$ cat src/rtl/nonrestoring_divider_if.sv
// Start/done handshake bundle between a requester and the non-restoring divider.
interface nonrestoring_divider_if #(
    parameter int unsigned k = 8
);
    logic         start;
    logic [k-1:0] dividend;
    logic [k-1:0] divisor;
    logic         busy;
    logic         done;
    logic [k-1:0] quotient;
    logic [k-1:0] remainder;
    logic         div_by_zero;

    modport master (
        output start, dividend, divisor,
        input  busy, done, quotient, remainder, div_by_zero
    );

    modport slave (
        input  start, dividend, divisor,
        output busy, done, quotient, remainder, div_by_zero
    );
endinterface

$ cat src/rtl/nonrestoring_divider.sv
// Sequential unsigned k-bit non-restoring divider: one add/subtract step per clock,
// then a single remainder-correction step. Shares the XOR-with-c / carry-in-c adder form of the Booth multiplier.
module nonrestoring_divider #(
    parameter int unsigned k = 8
) (
    input  logic                  clk,
    input  logic                  rst_b,
    nonrestoring_divider_if.slave bus
);
    localparam int unsigned AW = k + 1;
    localparam int unsigned CW = $clog2(k + 1);

    typedef enum logic [1:0] {IDLE, RUN, CORRECT, DONE} state_t;

    state_t        state_q, state_d;
    logic [AW-1:0] a_q, a_d;
    logic [k-1:0]  q_q, q_d;
    logic [k-1:0]  m_q, m_d;
    logic [CW-1:0] cnt_q, cnt_d;
    logic [k-1:0]  quo_q, quo_d;
    logic [k-1:0]  rem_q, rem_d;
    logic          dbz_q, dbz_d;
    logic          busy_q, busy_d;
    logic          done_q, done_d;

    // Shared adder: c=1 subtracts M (A + ~M + 1), c=0 adds M.
    logic          sub_c;
    logic [AW-1:0] a_sh;
    logic [AW-1:0] m_ext;
    logic [AW-1:0] step_sum;
    logic [AW-1:0] corr_sum;

    assign sub_c    = ~a_q[k];
    assign a_sh     = {a_q[k-1:0], q_q[k-1]};
    assign m_ext    = {1'b0, m_q};
    assign step_sum = a_sh + (m_ext ^ {AW{sub_c}}) + AW'(sub_c);
    assign corr_sum = a_q + m_ext;

    // Next-state and next-register values.
    always_comb begin
        logic [AW-1:0] a_fix;
        state_d = state_q;
        a_d     = a_q;
        q_d     = q_q;
        m_d     = m_q;
        cnt_d   = cnt_q;
        quo_d   = quo_q;
        rem_d   = rem_q;
        dbz_d   = dbz_q;
        a_fix   = a_q[k] ? corr_sum : a_q;

        unique case (state_q)
            IDLE: begin
                if (bus.start) begin
                    a_d   = '0;
                    q_d   = bus.dividend;
                    m_d   = bus.divisor;
                    cnt_d = '0;
                    dbz_d = 1'b0;
                    if (bus.divisor == '0) begin
                        quo_d   = '1;
                        rem_d   = bus.dividend;
                        dbz_d   = 1'b1;
                        state_d = DONE;
                    end else begin
                        state_d = RUN;
                    end
                end
            end
            RUN: begin
                a_d   = step_sum;
                q_d   = {q_q[k-2:0], ~step_sum[k]};
                cnt_d = cnt_q + CW'(1);
                if (cnt_q == CW'(k - 1)) state_d = CORRECT;
            end
            CORRECT: begin
                a_d     = a_fix;
                quo_d   = q_q;
                rem_d   = a_fix[k-1:0];
                state_d = DONE;
            end
            DONE:    state_d = IDLE;
            default: state_d = IDLE;
        endcase

        busy_d = (state_d != IDLE);
        done_d = (state_d == DONE);
    end

    // State and output registers.
    always_ff @(posedge clk or negedge rst_b) begin
        if (!rst_b) begin
            state_q <= IDLE;
            a_q     <= '0;
            q_q     <= '0;
            m_q     <= '0;
            cnt_q   <= '0;
            quo_q   <= '0;
            rem_q   <= '0;
            dbz_q   <= 1'b0;
            busy_q  <= 1'b0;
            done_q  <= 1'b0;
        end else begin
            state_q <= state_d;
            a_q     <= a_d;
            q_q     <= q_d;
            m_q     <= m_d;
            cnt_q   <= cnt_d;
            quo_q   <= quo_d;
            rem_q   <= rem_d;
            dbz_q   <= dbz_d;
            busy_q  <= busy_d;
            done_q  <= done_d;
        end
    end

    assign bus.busy        = busy_q;
    assign bus.done        = done_q;
    assign bus.quotient    = quo_q;
    assign bus.remainder   = rem_q;
    assign bus.div_by_zero = dbz_q;
endmodule

$ cat src/flat_wrapper.sv
// flat-port wrapper written by rule: the top's interface ports become plain ports
module nonrestoring_divider_flat 
#(
    parameter int unsigned k = 8
)
  (clk, rst_b, bus_start, bus_dividend, bus_divisor, bus_busy, bus_done, bus_quotient, bus_remainder, bus_div_by_zero);
  nonrestoring_divider_if #(.k(k)) bus_i ();
  input  logic clk;
  input  logic rst_b;
  input wire logic [$bits(bus_i.start)-1:0] bus_start;
  input wire logic [$bits(bus_i.dividend)-1:0] bus_dividend;
  input wire logic [$bits(bus_i.divisor)-1:0] bus_divisor;
  output wire logic [$bits(bus_i.busy)-1:0] bus_busy;
  output wire logic [$bits(bus_i.done)-1:0] bus_done;
  output wire logic [$bits(bus_i.quotient)-1:0] bus_quotient;
  output wire logic [$bits(bus_i.remainder)-1:0] bus_remainder;
  output wire logic [$bits(bus_i.div_by_zero)-1:0] bus_div_by_zero;
  assign bus_i.start = bus_start;
  assign bus_i.dividend = bus_dividend;
  assign bus_i.divisor = bus_divisor;
  assign bus_busy = bus_i.busy;
  assign bus_done = bus_i.done;
  assign bus_quotient = bus_i.quotient;
  assign bus_remainder = bus_i.remainder;
  assign bus_div_by_zero = bus_i.div_by_zero;
  nonrestoring_divider #(.k(k)) u_core (.clk(clk), .rst_b(rst_b), .bus(bus_i));
endmodule
$ cat config.mk
export PLATFORM = sky130hd
export DESIGN_NAME = nonrestoring_divider_flat
export DESIGN_NICKNAME = d
export VERILOG_FILES = /design/src/rtl/nonrestoring_divider_if.sv /design/src/rtl/nonrestoring_divider.sv /design/src/flat_wrapper.sv
export SDC_FILE = /design/constraint.sdc
export NUM_CORES = 1
export LEC_CHECK = 0
export CAP_MARGIN = 20
export CORE_MARGIN = 5
export CORE_UTILIZATION = 25
export DETAILED_ROUTE_END_ITERATION = 10
export GPL_TIMING_DRIVEN = 0
export SLEW_MARGIN = 10
export SYNTH_ARGS = -nofsm -noshare
export SYNTH_HDL_FRONTEND = slang
export SYNTH_SLANG_ARGS = --single-unit
$ cat constraint.sdc
create_clock -name clk -period 3.4 [get_ports clk]
set_input_delay 0.34 -clock clk [delete_from_list [all_inputs] [get_ports clk]]
set_output_delay 0.34 -clock clk [all_outputs]
set_load 0.01 [all_outputs]
=== Yosys cells after proc, flatten, opt, wreduce, memory -nomap -nowiden ===
Index checks and enable logic that the tools add are counted.

* Order comparisons: 0
* Reductions and logical operators: 10
* Equal/unequal tests: 7
* Add/sub/neg operators: 4
* Mux-type cells: 18
* Shift operators: 0
* Divide/modulo/power cells: 0
* Bitwise logic cells: 3
* $mul: 0

{| class="wikitable"
|+ Operator list
! operator !! count
|-
| one-hot mux 8 bit (2 select lines) || 3
|-
| two-way mux 8 bit || 5
|-
| one-hot mux 9 bit (3 select lines) || 1
|-
| two-way mux 9 bit || 2
|-
| adder 9 x 1 -> 9 bit || 1
|-
| adder 9 x 8 -> 9 bit || 1
|-
| adder 9 bit || 1
|-
| bitwise XOR 8 x 9 -> 9 bit || 1
|-
| zero test 8 bit || 1
|-
| one-hot mux 2 bit (4 select lines) || 1
|-
| one-hot mux 4 bit (2 select lines) || 1
|-
| equality test 2 bit, second input constant || 3
|-
| two-way mux 2 bit || 3
|-
| AND reduction 2 bit || 3
|-
| nonzero test 2 bit || 3
|-
| adder 4 x 1 -> 4 bit, second input constant || 1
|-
| equality test 4 x 3 -> 1 bit, second input constant || 1
|-
| two-way mux 4 bit || 1
|-
| AND reduction 3 bit || 1
|-
| nonzero test 3 bit || 1
|-
| equality test 2 x 1 -> 1 bit, second input constant || 1
|-
| zero test 2 bit || 1
|-
| inequality test 2 x 1 -> 1 bit, second input constant || 1
|-
| inequality test 2 bit, second input constant || 1
|-
| 2 further kinds || 3
|}

* Bits in latches: 0
* Bits of input ports: 19
* Register bits after elaboration: 50
* Bits in read-only memories: 0
* Memory bits (writable): 0
* Memories kept: 0

=== Depth between registers and ports, before layout ===
Gate-level depths: netlist (run 1).

* Word-level depth: 6
* Gate-level depth with buffers: 10
* Gate-level depth less buffers: 9

=== Worst setup path before layout (run 1) ===
Ideal clock, no wire load.

* Path kind: flip-flop to flip-flop
* From: reg u_core.a_q[8]
* To: reg u_core.a_q[8]
* Arrival time: 2.714 ns
* Path slack: 0.568 ns
* Stages on the path, launching flop included: 11
* Path buffers: 2
* Setup time: 0.118 ns
* Clock period less this slack: 2.832 ns
* Required time: 3.282 ns
* Cells stage by stage: dfrtp_1 > clkbuf_1 > clkbuf_1 > xnor2_1 > fa_1 > a211oi_2 > o21a_1 > nor3_2 > xnor2_1 > a211o_1 > a21o_1

* Word-level cells in the longest chain between the ends: 5
* Elaborated cells on any way between the ends: 7

{| class="wikitable"
|+ RTL lines
! what !! line !! text
|-
| start, declared || nonrestoring_divider.sv:16 || <nowiki>logic [AW-1:0] a_q, a_d;</nowiki>
|-
| start signal, assigned || nonrestoring_divider.sv:94 || <nowiki>a_q <= '0;</nowiki>
|-
| start signal, assigned || nonrestoring_divider.sv:105 || <nowiki>a_q <= a_d;</nowiki>
|-
| NOT 1 bit || nonrestoring_divider.sv:33 || <nowiki>assign sub_c = ~a_q[k];</nowiki>
|-
| bitwise XOR 8 x 9 -> 9 bit || nonrestoring_divider.sv:36 || <nowiki>assign step_sum = a_sh + (m_ext ^ {AW{sub_c}}) + AW'(sub_c);</nowiki>
|-
| adder 9 bit || nonrestoring_divider.sv:36 ||
|-
| adder 9 x 1 -> 9 bit || nonrestoring_divider.sv:36 ||
|-
| one-hot mux 9 bit (3 select lines) * || nonrestoring_divider.sv:52 || <nowiki>unique case (state_q)</nowiki>
|}

Every way passes the cells marked *; elsewhere a longest branch is shown, timed or not.
A chain may end at the register's enable or synchronous reset.

=== Final worst setup path (run 1) ===
* From: reg u_core.a_q[8]
* To: reg u_core.q_q[0]

* Word-level cells in the longest chain between the ends: 6

{| class="wikitable"
|+ RTL lines
! what !! line !! text
|-
| NOT 1 bit * || nonrestoring_divider.sv:33 ||
|-
| bitwise XOR 8 x 9 -> 9 bit || nonrestoring_divider.sv:36 ||
|-
| adder 9 bit || nonrestoring_divider.sv:36 ||
|-
| adder 9 x 1 -> 9 bit * || nonrestoring_divider.sv:36 ||
|-
| NOT 1 bit * || nonrestoring_divider.sv:72 || <nowiki>q_d = {q_q[k-2:0], ~step_sum[k]};</nowiki>
|-
| one-hot mux 8 bit (2 select lines) * || nonrestoring_divider.sv:52 ||
|-
| end signal, assigned || nonrestoring_divider.sv:106 || <nowiki>q_q <= q_d;</nowiki>
|-
| end, declared || nonrestoring_divider.sv:17 || <nowiki>logic [k-1:0] q_q, q_d;</nowiki>
|}

Marked as above.

==> impl_metrics.prom, run 1 <==
# TYPE chip_impl_metric gauge
chip_impl_info{name="outcome",value="finished, final reports clean"} 1
chip_impl_metric{name="hold-worst-slack",unit="ns"} 0.04261
chip_impl_metric{name="shortest_clock_period_the_worst_path_allows_after_layout",unit="ns"} 3.147
chip_impl_metric{name="top_level_pins",unit=""} 38
chip_impl_metric{name="timing.final.hold_violations",unit=""} 0
chip_impl_metric{name="core_area",unit="µm²"} 12470
chip_impl_info{name="cpLargestDelayFamily",value="compound AO/OA/AOI/OAI gates"} 1
chip_impl_info{name="series_of_cell_instances_along_the_critical_path",value="clkbuf_2 -> xnor2_1 -> fa_1 -> a211oi_2 -> o21a_1 -> nor3_2 -> xnor2_1 -> mux2i_1 -> a211o_1"} 1
chip_impl_metric{name="critical_path_buf_inv_count",unit=""} 1
chip_impl_metric{name="detailed_route_via_count",unit=""} 2599
chip_impl_metric{name="drc_errors",unit=""} 0
chip_impl_metric{name="grt_pass1_vias",unit=""} 2646
chip_impl_metric{name="vias_per_cell",unit=""} 4.708
chip_impl_metric{name="worst-r2r-cell-count",unit=""} 9
chip_impl_metric{name="area_growth",unit="%"} 24.06
chip_impl_metric{name="synth_nets",unit=""} 376
chip_impl_metric{name="globalRouteOverflowTotal",unit=""} 0
chip_impl_metric{name="grt_first_pass_wirelength",unit="µm"} 13730
chip_impl_info{name="synth_top_family_by_area",value="compound AO/OA/AOI/OAI gates"} 1
chip_impl_metric{name="yosys.area_share.simple",unit="%"} 13.69
chip_impl_info{name="ctsRootBufferMaster",value="sky130_fd_sc_hd__clkbuf_16"} 1
chip_impl_metric{name="cpPeakStageDelay",unit="ns"} 0.64
chip_impl_metric{name="muxShareOfSynthArea",unit="%"} 6.704
chip_impl_metric{name="drive_above_1_share",unit="%"} 8.158
chip_impl_info{name="netlist.top_cell.by_area",value="sky130_fd_sc_hd__dfrtp_1"} 1
chip_impl_metric{name="cts_inserted_buffers",unit=""} 5
chip_impl_metric{name="port_buffers",unit=""} 37
chip_impl_metric{name="dp.final_hpwl",unit="µm"} 6462
chip_impl_metric{name="filler_cell_count",unit=""} 1307
chip_impl_metric{name="setup-violations-final",unit=""} 0
chip_impl_info{name="reg_to_reg_critical_path_startpoint",value="u_core.a_q[8]$_DFFE_PN0P_"} 1
chip_impl_metric{name="power.leakage",unit="µW"} 0.001678
chip_impl_metric{name="count_of_h_tree_levels_built_during_cts",unit=""} 2
chip_impl_metric{name="synth_xor_xnor_area_share",unit="%"} 4.749
chip_impl_metric{name="internal_reg_to_reg_setup_slack",unit="ns"} 0.25
chip_impl_info{name="ys_dominant_reg_cell",value="sky130_fd_sc_hd__dfrtp_1"} 1
chip_impl_metric{name="floorplan.die_area",unit="µm²"} 14880
chip_impl_metric{name="yosys_warnings",unit=""} 0
chip_impl_info{name="cp_common_cell",value="sky130_fd_sc_hd__xnor2_1"} 1
chip_impl_info{name="cp-startpoint",value="u_core.a_q[8]$_DFFE_PN0P_"} 1
chip_impl_metric{name="async_reset_ff_share",unit="%"} 100.0
chip_impl_info{name="timing_worst_setup_path_type",value="reg2reg"} 1
chip_impl_metric{name="clockBufferDepth",unit=""} 2
chip_impl_metric{name="vdd_drop_max",unit="mV"} 0.2948
chip_impl_metric{name="syn_area",unit="µm²"} 3136
chip_impl_metric{name="synth-seq-cells",unit=""} 50
chip_impl_metric{name="synth_cell_type_count",unit=""} 54
chip_impl_metric{name="cp_max_fo",unit=""} 12
chip_impl_metric{name="routed_wirelength",unit="µm"} 8430
chip_impl_metric{name="fraction_of_the_mapped_netlist_area_in_adder_cells",unit="%"} 9.258
chip_impl_metric{name="rows",unit=""} 41
chip_impl_metric{name="antenna_cells",unit=""} 0
chip_impl_info{name="worst_reg2reg_path_endpoint",value="u_core.q_q[0]$_DFFE_PN0P_"} 1
chip_impl_metric{name="gr-usage-all-layers",unit="%"} 11.56
chip_impl_metric{name="drt_iter0_drc",unit=""} 162
chip_impl_info{name="most_frequently_used_cell_type_in_the_post_synthesis_netlist",value="sky130_fd_sc_hd__dfrtp_1"} 1
chip_impl_metric{name="dieHeight",unit="µm"} 122.0
chip_impl_info{name="worst_setup_path_start_kind",value="flop"} 1
chip_impl_metric{name="register_area_share_after_synthesis",unit="%"} 39.90
chip_impl_metric{name="routed_wire_length_per_instance",unit="µm"} 15.27
chip_impl_metric{name="worst_clock_skew",unit="ns"} 0.005555
chip_impl_info{name="timing.critical_path.slowest_stage_cell",value="sky130_fd_sc_hd__dfrtp_1"} 1
chip_impl_metric{name="number_of_max_slew_violations_in_the_final_report",unit=""} 0
chip_impl_metric{name="synth_top_area_share",unit="%"} 39.90
chip_impl_metric{name="worstSkewPairLatency",unit="ns"} 0.29
chip_impl_metric{name="power_density",unit="nW/µm²"} 923.2
chip_impl_metric{name="syn-mean-instance-area",unit="µm²"} 9.360
chip_impl_metric{name="dr.pass1.iters",unit=""} 4
chip_impl_metric{name="max_slew_margin",unit="%"} 51.91
chip_impl_metric{name="cts.repair_timing.setup_buffer_count",unit=""} 0
chip_impl_metric{name="initial_core_utilization",unit="%"} 25.15
chip_impl_info{name="crit_path_end_kind",value="flop"} 1
chip_impl_metric{name="layout.core_utilization",unit="%"} 31.21
chip_impl_metric{name="grt_antenna_before_repair",unit=""} 0
chip_impl_info{name="synth_area_leaders",value="sky130_fd_sc_hd__dfrtp_1, sky130_fd_sc_hd__ha_1, sky130_fd_sc_hd__o21ai_0"} 1
chip_impl_metric{name="ant_nets",unit=""} 0
chip_impl_metric{name="gpl.final_weighted_congestion",unit=""} 0.8616
chip_impl_info{name="class_of_the_tightest_hold_or_removal_check",value="in2async"} 1
chip_impl_metric{name="final_net_count",unit=""} 420
chip_impl_metric{name="postSynthCellCount",unit=""} 335
chip_impl_metric{name="grt_start_max_net_pins",unit=""} 29
chip_impl_metric{name="post_synth_edffs",unit=""} 0
chip_impl_metric{name="numClockSinks",unit=""} 50
chip_impl_metric{name="fmax",unit="MHz"} 317.7
chip_impl_metric{name="die_width",unit="µm"} 122.0
chip_impl_metric{name="worst_ep_arrival_time",unit="ns"} 3.33
chip_impl_metric{name="required",unit="ns"} 3.58
chip_impl_metric{name="cts.reportedPaths.clkPinSlew",unit="ns"} 0.07
chip_impl_metric{name="number_of_violations_of_the_max_capacitance_limit",unit=""} 0
chip_impl_info{name="rsz_0062_raised_after_global_routing",value="no"} 1
chip_impl_metric{name="worst_pin_slew",unit="ns"} 0.7213
chip_impl_metric{name="fin_crit_sh",unit="%"} 92.57
chip_impl_info{name="cts_tree",value="yes"} 1
chip_impl_metric{name="share_of_the_synthesized_area_in_compound_gates_ao_oa_aoi_oai",unit="%"} 20.91
chip_impl_info{name="cell_types_with_the_highest_counts_after_synthesis",value="sky130_fd_sc_hd__dfrtp_1, sky130_fd_sc_hd__o21ai_0, sky130_fd_sc_hd__nand2_1, sky130_fd_sc_hd__nor2_1, sky130_fd_sc_hd__ha_1"} 1
chip_impl_metric{name="cts_hold_buffers",unit=""} 0
## cells by family (layout without fill, tap and decap cells)
| kind of cell | Yosys count | after routing |
|---|---|---|
| xor+xnor | 17 | 17 |
| mux | 20 | 20 |
| fa+ha+maj | 22 | 22 |
| flops | 50 | 50 |
| simple gates | 89 | 89 |
| buf+inv | 33 | 78 |
| compound gates | 104 | 104 |
## metrics by stage
stage	setup slack [ns]	setup TNS (ns)	instance area, µm²	cells	total power [µW]
2_1_floorplan	0.5680	0	3136	335	2445
3_3_place_gp	-0.1206	-0.1418	3721	544	3007
3_5_place_dp	-0.1175	-0.1347	3736	545	3067
4_1_cts	0.1505	0	3894	553	3611
5_1_grt	0.1128	0	3890	552	3899
6_report	0.2527	0	3890	552	3591
## what timing repair did
action | 4_1_cts | 5_1_grt
resized for setup | 1 | 0
endpoints found under the hold margin | 0 | 0
setup endpoints to repair | 2 | 1
## registers in the layout, indices dropped and copies added (netlist names)
register / count
u_core.bus.remainder: 8
u_core.state_q: 2
u_core.m_q: 8
u_core.bus.div_by_zero: 1
u_core.q_q: 8
u_core.a_q: 9
u_core.bus.done: 1
u_core.bus.quotient: 8
u_core.cnt_q: 4
u_core.bus.busy: 1
## routing by layer
| layer | up-vias | routed length [µm] | track usage, % |
|---|---|---|---|
| li1 | 1288 | - | - |
| met4 | 0 | 108 | 2.801 |
| met1 | 1242 | 3756 | 15.11 |
| met5 | - | 0 | 0 |
| met3 | 7 | 440 | 2.182 |
| met2 | 62 | 4125 | 19.75 |
## layout make-up
class                           count  area [µm²]  share of cell area (%)
Buffer                             16       87.58                   2.252
Clock buffer                        6       138.9                   3.570
Clock inverter                      2       17.52                  0.4503
Inverter                           16       60.06                   1.544
Multi-Input combinational cell    252        1734                   44.58
Sequential cell                    50        1251                   32.16
Tap cell                          172       215.2                   5.532
Timing Repair Buffer               38       385.4                   9.907
## where the power goes
part	leakage, µW	switching, µW	internal (µW)	total (µW)
clock	0.0000770	235	296	532
sequential	0.000647	210	828	1040
combinational	0.000953	1100	917	2020
## worst max-delay path by stage
| stage | to | slack (ns) | depth (start not counted) |
|---|---|---|---|
| floorplan | u_core.a_q[8]$_DFFE_PN0P_ | 0.57 | 10 |
| global placement | u_core.q_q[0]$_DFFE_PN0P_ | -0.12 | 10 |
| detailed placement | u_core.q_q[0]$_DFFE_PN0P_ | -0.12 | 10 |
| CTS | u_core.q_q[0]$_DFFE_PN0P_ | 0.15 | 10 |
| global route | u_core.q_q[0]$_DFFE_PN0P_ | 0.11 | 9 |
| finish | u_core.q_q[0]$_DFFE_PN0P_ | 0.25 | 9 |
## worst reg2reg max path: stages (launching register included)
cell and delay, ns:
sky130_fd_sc_hd__dfrtp_1 0.64, sky130_fd_sc_hd__clkbuf_2 0.41, sky130_fd_sc_hd__xnor2_1 0.18, sky130_fd_sc_hd__fa_1 0.48
sky130_fd_sc_hd__a211oi_2 0.27, sky130_fd_sc_hd__o21a_1 0.19, sky130_fd_sc_hd__nor3_2 0.06, sky130_fd_sc_hd__xnor2_1 0.36
sky130_fd_sc_hd__mux2i_1 0.18, sky130_fd_sc_hd__a211o_1 0.28
## cell usage in the layout, fill, tap and decap left out, drive strengths merged, types with 3 or more instances in the layout
cell type / instances
ha: 20
nor2b: 4
a211oi: 10
nor2: 22
xor2: 4
and3: 3
o31ai: 4
a21oi: 18
a21o: 7
mux2i: 12
inv: 15
clkinv: 3
a31oi: 9
clkdlybuf4s50: 36
dfrtp: 50
nand2: 32
clkbuf: 17
xnor2: 13
nand2b: 3
nor3: 5
buf: 7
nand3: 7
mux2: 8
a22oi: 4
o21ai: 36
(Power assumes the default switching activity.)
==> run 2: changes to the inputs <==
TNS_END_PERCENT = 50   (was unset)
==> results of run 2 <==
Same layout as run 1: the final DEF is identical, and so are final timing and power.
==> run 3: changes to the inputs <==
DONT_BUFFER_PORTS = 1   (was unset)
==> impl_metrics.prom, run 3 (synthesis gave the netlist of run 1 again) <==
# TYPE chip_impl_metric gauge
chip_impl_metric{name="grt_first_pass_wirelength",unit="µm"} 13410
chip_impl_metric{name="ant_nets",unit=""} 0
chip_impl_info{name="cts_tree",value="yes"} 1
chip_impl_metric{name="power_density",unit="nW/µm²"} 961.6
chip_impl_metric{name="gpl.final_weighted_congestion",unit=""} 0.8927
chip_impl_metric{name="core_area",unit="µm²"} 12470
chip_impl_metric{name="gr-usage-all-layers",unit="%"} 11.45
chip_impl_metric{name="detailed_route_via_count",unit=""} 2483
chip_impl_info{name="timing_worst_setup_path_type",value="reg2reg"} 1
chip_impl_metric{name="worst_ep_arrival_time",unit="ns"} 3.38
chip_impl_metric{name="post-route-worst-setup-slack",unit="ns"} 0.1920
chip_impl_info{name="rsz_0062_raised_after_global_routing",value="no"} 1
chip_impl_metric{name="dieHeight",unit="µm"} 122.0
chip_impl_metric{name="area_used_by_sequential_logic_in_the_layout",unit="µm²"} 1251
chip_impl_metric{name="grt_pass1_vias",unit=""} 2568
chip_impl_metric{name="layout.core_utilization",unit="%"} 28.44
chip_impl_metric{name="rows",unit=""} 41
chip_impl_metric{name="dr.pass1.iters",unit=""} 4
chip_impl_metric{name="metal2_wl",unit="µm"} 3949
chip_impl_metric{name="globalRouteOverflowTotal",unit=""} 0
chip_impl_info{name="outcome",value="finished, final reports clean"} 1
chip_impl_info{name="worst_setup_path_start_kind",value="flop"} 1
chip_impl_metric{name="floorplan.die_area",unit="µm²"} 14880
chip_impl_metric{name="cp_max_fo",unit=""} 10
chip_impl_metric{name="top_level_pins",unit=""} 38
chip_impl_metric{name="number_of_violations_of_the_max_capacitance_limit",unit=""} 0
chip_impl_metric{name="drt_iter0_drc",unit=""} 161
chip_impl_metric{name="vias_per_cell",unit=""} 4.803
chip_impl_metric{name="largest_register_ff_count",unit=""} 9
chip_impl_metric{name="grt_start_max_net_pins",unit=""} 51
chip_impl_metric{name="worstSkewPairLatency",unit="ns"} 0.29
chip_impl_metric{name="clockBufferDepth",unit=""} 2
chip_impl_metric{name="max_slew_margin",unit="%"} 52.77
chip_impl_metric{name="grt_antenna_before_repair",unit=""} 0
chip_impl_metric{name="numClockSinks",unit=""} 50
chip_impl_metric{name="routed_wirelength",unit="µm"} 8136
chip_impl_metric{name="initial_core_utilization",unit="%"} 25.15
chip_impl_metric{name="cts.repair_timing.setup_buffer_count",unit=""} 0
chip_impl_metric{name="area_growth",unit="%"} 13.05
chip_impl_metric{name="dp_worst_setup_slack",unit="ns"} -0.07590
chip_impl_metric{name="power.leakage",unit="µW"} 0.001546
chip_impl_metric{name="worst_clock_skew",unit="ns"} 0.003841
chip_impl_metric{name="detail_route.wirelength.met1",unit="µm"} 3612
chip_impl_info{name="highest-signal-layer",value="met4"} 1
chip_impl_metric{name="routed-wl-met3",unit="µm"} 377
chip_impl_metric{name="setup-violations-final",unit=""} 0
chip_impl_info{name="register_with_the_most_flip_flops",value="u_core.a_q"} 1
chip_impl_metric{name="drc_errors",unit=""} 0
chip_impl_metric{name="cts.reportedPaths.clkPinSlew",unit="ns"} 0.07
chip_impl_metric{name="hold-worst-slack",unit="ns"} 0.1960
chip_impl_metric{name="cts_inserted_buffers",unit=""} 5
chip_impl_info{name="class_of_the_tightest_hold_or_removal_check",value="in2reg"} 1
chip_impl_metric{name="port_buffers",unit=""} 0
chip_impl_metric{name="drive_above_1_share",unit="%"} 8.696
chip_impl_metric{name="dp.final_hpwl",unit="µm"} 6199
chip_impl_metric{name="finalSetupTns",unit="ns"} 0
chip_impl_metric{name="required",unit="ns"} 3.58
chip_impl_metric{name="vdd_drop_max",unit="mV"} 0.2498
chip_impl_metric{name="final_net_count",unit=""} 385
chip_impl_metric{name="number_of_max_slew_violations_in_the_final_report",unit=""} 0
chip_impl_info{name="mostFrequentLayoutCell",value="sky130_fd_sc_hd__dfrtp_1"} 1
chip_impl_info{name="crit_path_end_kind",value="flop"} 1
chip_impl_metric{name="count_of_h_tree_levels_built_during_cts",unit=""} 2
chip_impl_info{name="most_used_cells_in_the_layout_excluding_fill_and_tap_cells",value="sky130_fd_sc_hd__dfrtp_1, sky130_fd_sc_hd__o21ai_0, sky130_fd_sc_hd__nand2_1"} 1
chip_impl_metric{name="die_width",unit="µm"} 122.0
chip_impl_metric{name="fin_crit_sh",unit="%"} 94.35
chip_impl_metric{name="shortest_clock_period_the_worst_path_allows_after_layout",unit="ns"} 3.208
chip_impl_info{name="ctsRootBufferMaster",value="sky130_fd_sc_hd__clkbuf_16"} 1
chip_impl_metric{name="worst_pin_slew",unit="ns"} 0.7084
chip_impl_metric{name="fmax",unit="MHz"} 311.7
chip_impl_metric{name="filler_cell_count",unit=""} 1270
chip_impl_metric{name="routed_wire_length_per_instance",unit="µm"} 15.74
chip_impl_metric{name="multi_input_comb_area",unit="µm²"} 1734
chip_impl_metric{name="antenna_cells",unit=""} 0
chip_impl_metric{name="timing.final.hold_violations",unit=""} 0
==> run 3: worst max-delay path, stage by stage, from the launching register on <==
cell and delay (ns):
sky130_fd_sc_hd__dfrtp_1 0.38, sky130_fd_sc_hd__clkbuf_1 0.41, sky130_fd_sc_hd__clkbuf_2 0.41, sky130_fd_sc_hd__xnor2_1 0.18, sky130_fd_sc_hd__fa_1 0.48, sky130_fd_sc_hd__a211oi_2 0.25
sky130_fd_sc_hd__o21a_1 0.18, sky130_fd_sc_hd__nor3_2 0.05, sky130_fd_sc_hd__xnor2_1 0.31, sky130_fd_sc_hd__mux2i_1 0.16, sky130_fd_sc_hd__a211o_1 0.28
==> run 3: stage by stage <==
| step | area [µm²] | power, µW | cells |
|---|---|---|---|
| final | 3545 | 3409 | 517 |
| after global placement | 3351 | 2828 | 507 |
| after CTS | 3545 | 3439 | 517 |
| after detailed placement | 3351 | 2878 | 507 |
| after floorplan | 3136 | 2445 | 335 |
| after global routing | 3545 | 3719 | 517 |
==> run 3: report_power, final <==
part	internal [µW]	switching, µW
clock network	296	228
logic	776	1030
registers	829	253
total	1900	1510
==> run 3: area by class of cell <==
type / count / area share [%]
multi-input cells: 252 / 48.92
flip-flops and latches: 50 / 35.30
well taps: 172 / 6.071
clock buffers: 6 / 3.918
plain buffers: 17 / 2.577
inverters: 16 / 1.694
repair buffers: 2 / 1.059
clock inverters: 2 / 0.4589
==> run 3: final timing paths <==
path                                                       to                 startpoint  cells past startpoint  slack (ns)
setup / recovery                    u_core.q_q[0]$_DFFE_PN0P_  u_core.a_q[8]$_DFFE_PN0P_                     10        0.19
setup reg to reg                    u_core.q_q[0]$_DFFE_PN0P_  u_core.a_q[8]$_DFFE_PN0P_                     10        0.19
hold reg to reg                     u_core.q_q[6]$_DFFE_PN0P_  u_core.q_q[6]$_DFFE_PN0P_                      2        0.51
max in group asynchronous           u_core.m_q[3]$_DFFE_PN0P_                      rst_b                      2        2.61
hold / removal                      u_core.m_q[5]$_DFFE_PN0P_             bus_divisor[5]                      1        0.20
min in group asynchronous  u_core.bus.quotient[3]$_DFFE_PN0P_                      rst_b                      2        0.57
==> run 3: routing by layer <==
metal	up-vias	track usage [%]
li1	1221	-
met1	1197	14.35
met2	52	19.37
met3	13	2.228
met4	0	4.552
met5	-	0
==> run 3: repair_timing <==
item | CTS | global route
hold buffers | 2 | 0
endpoints found under the setup margin | 2 | 0
gates resized for setup | 1 | 0
hold endpoints to repair | 50 | 0
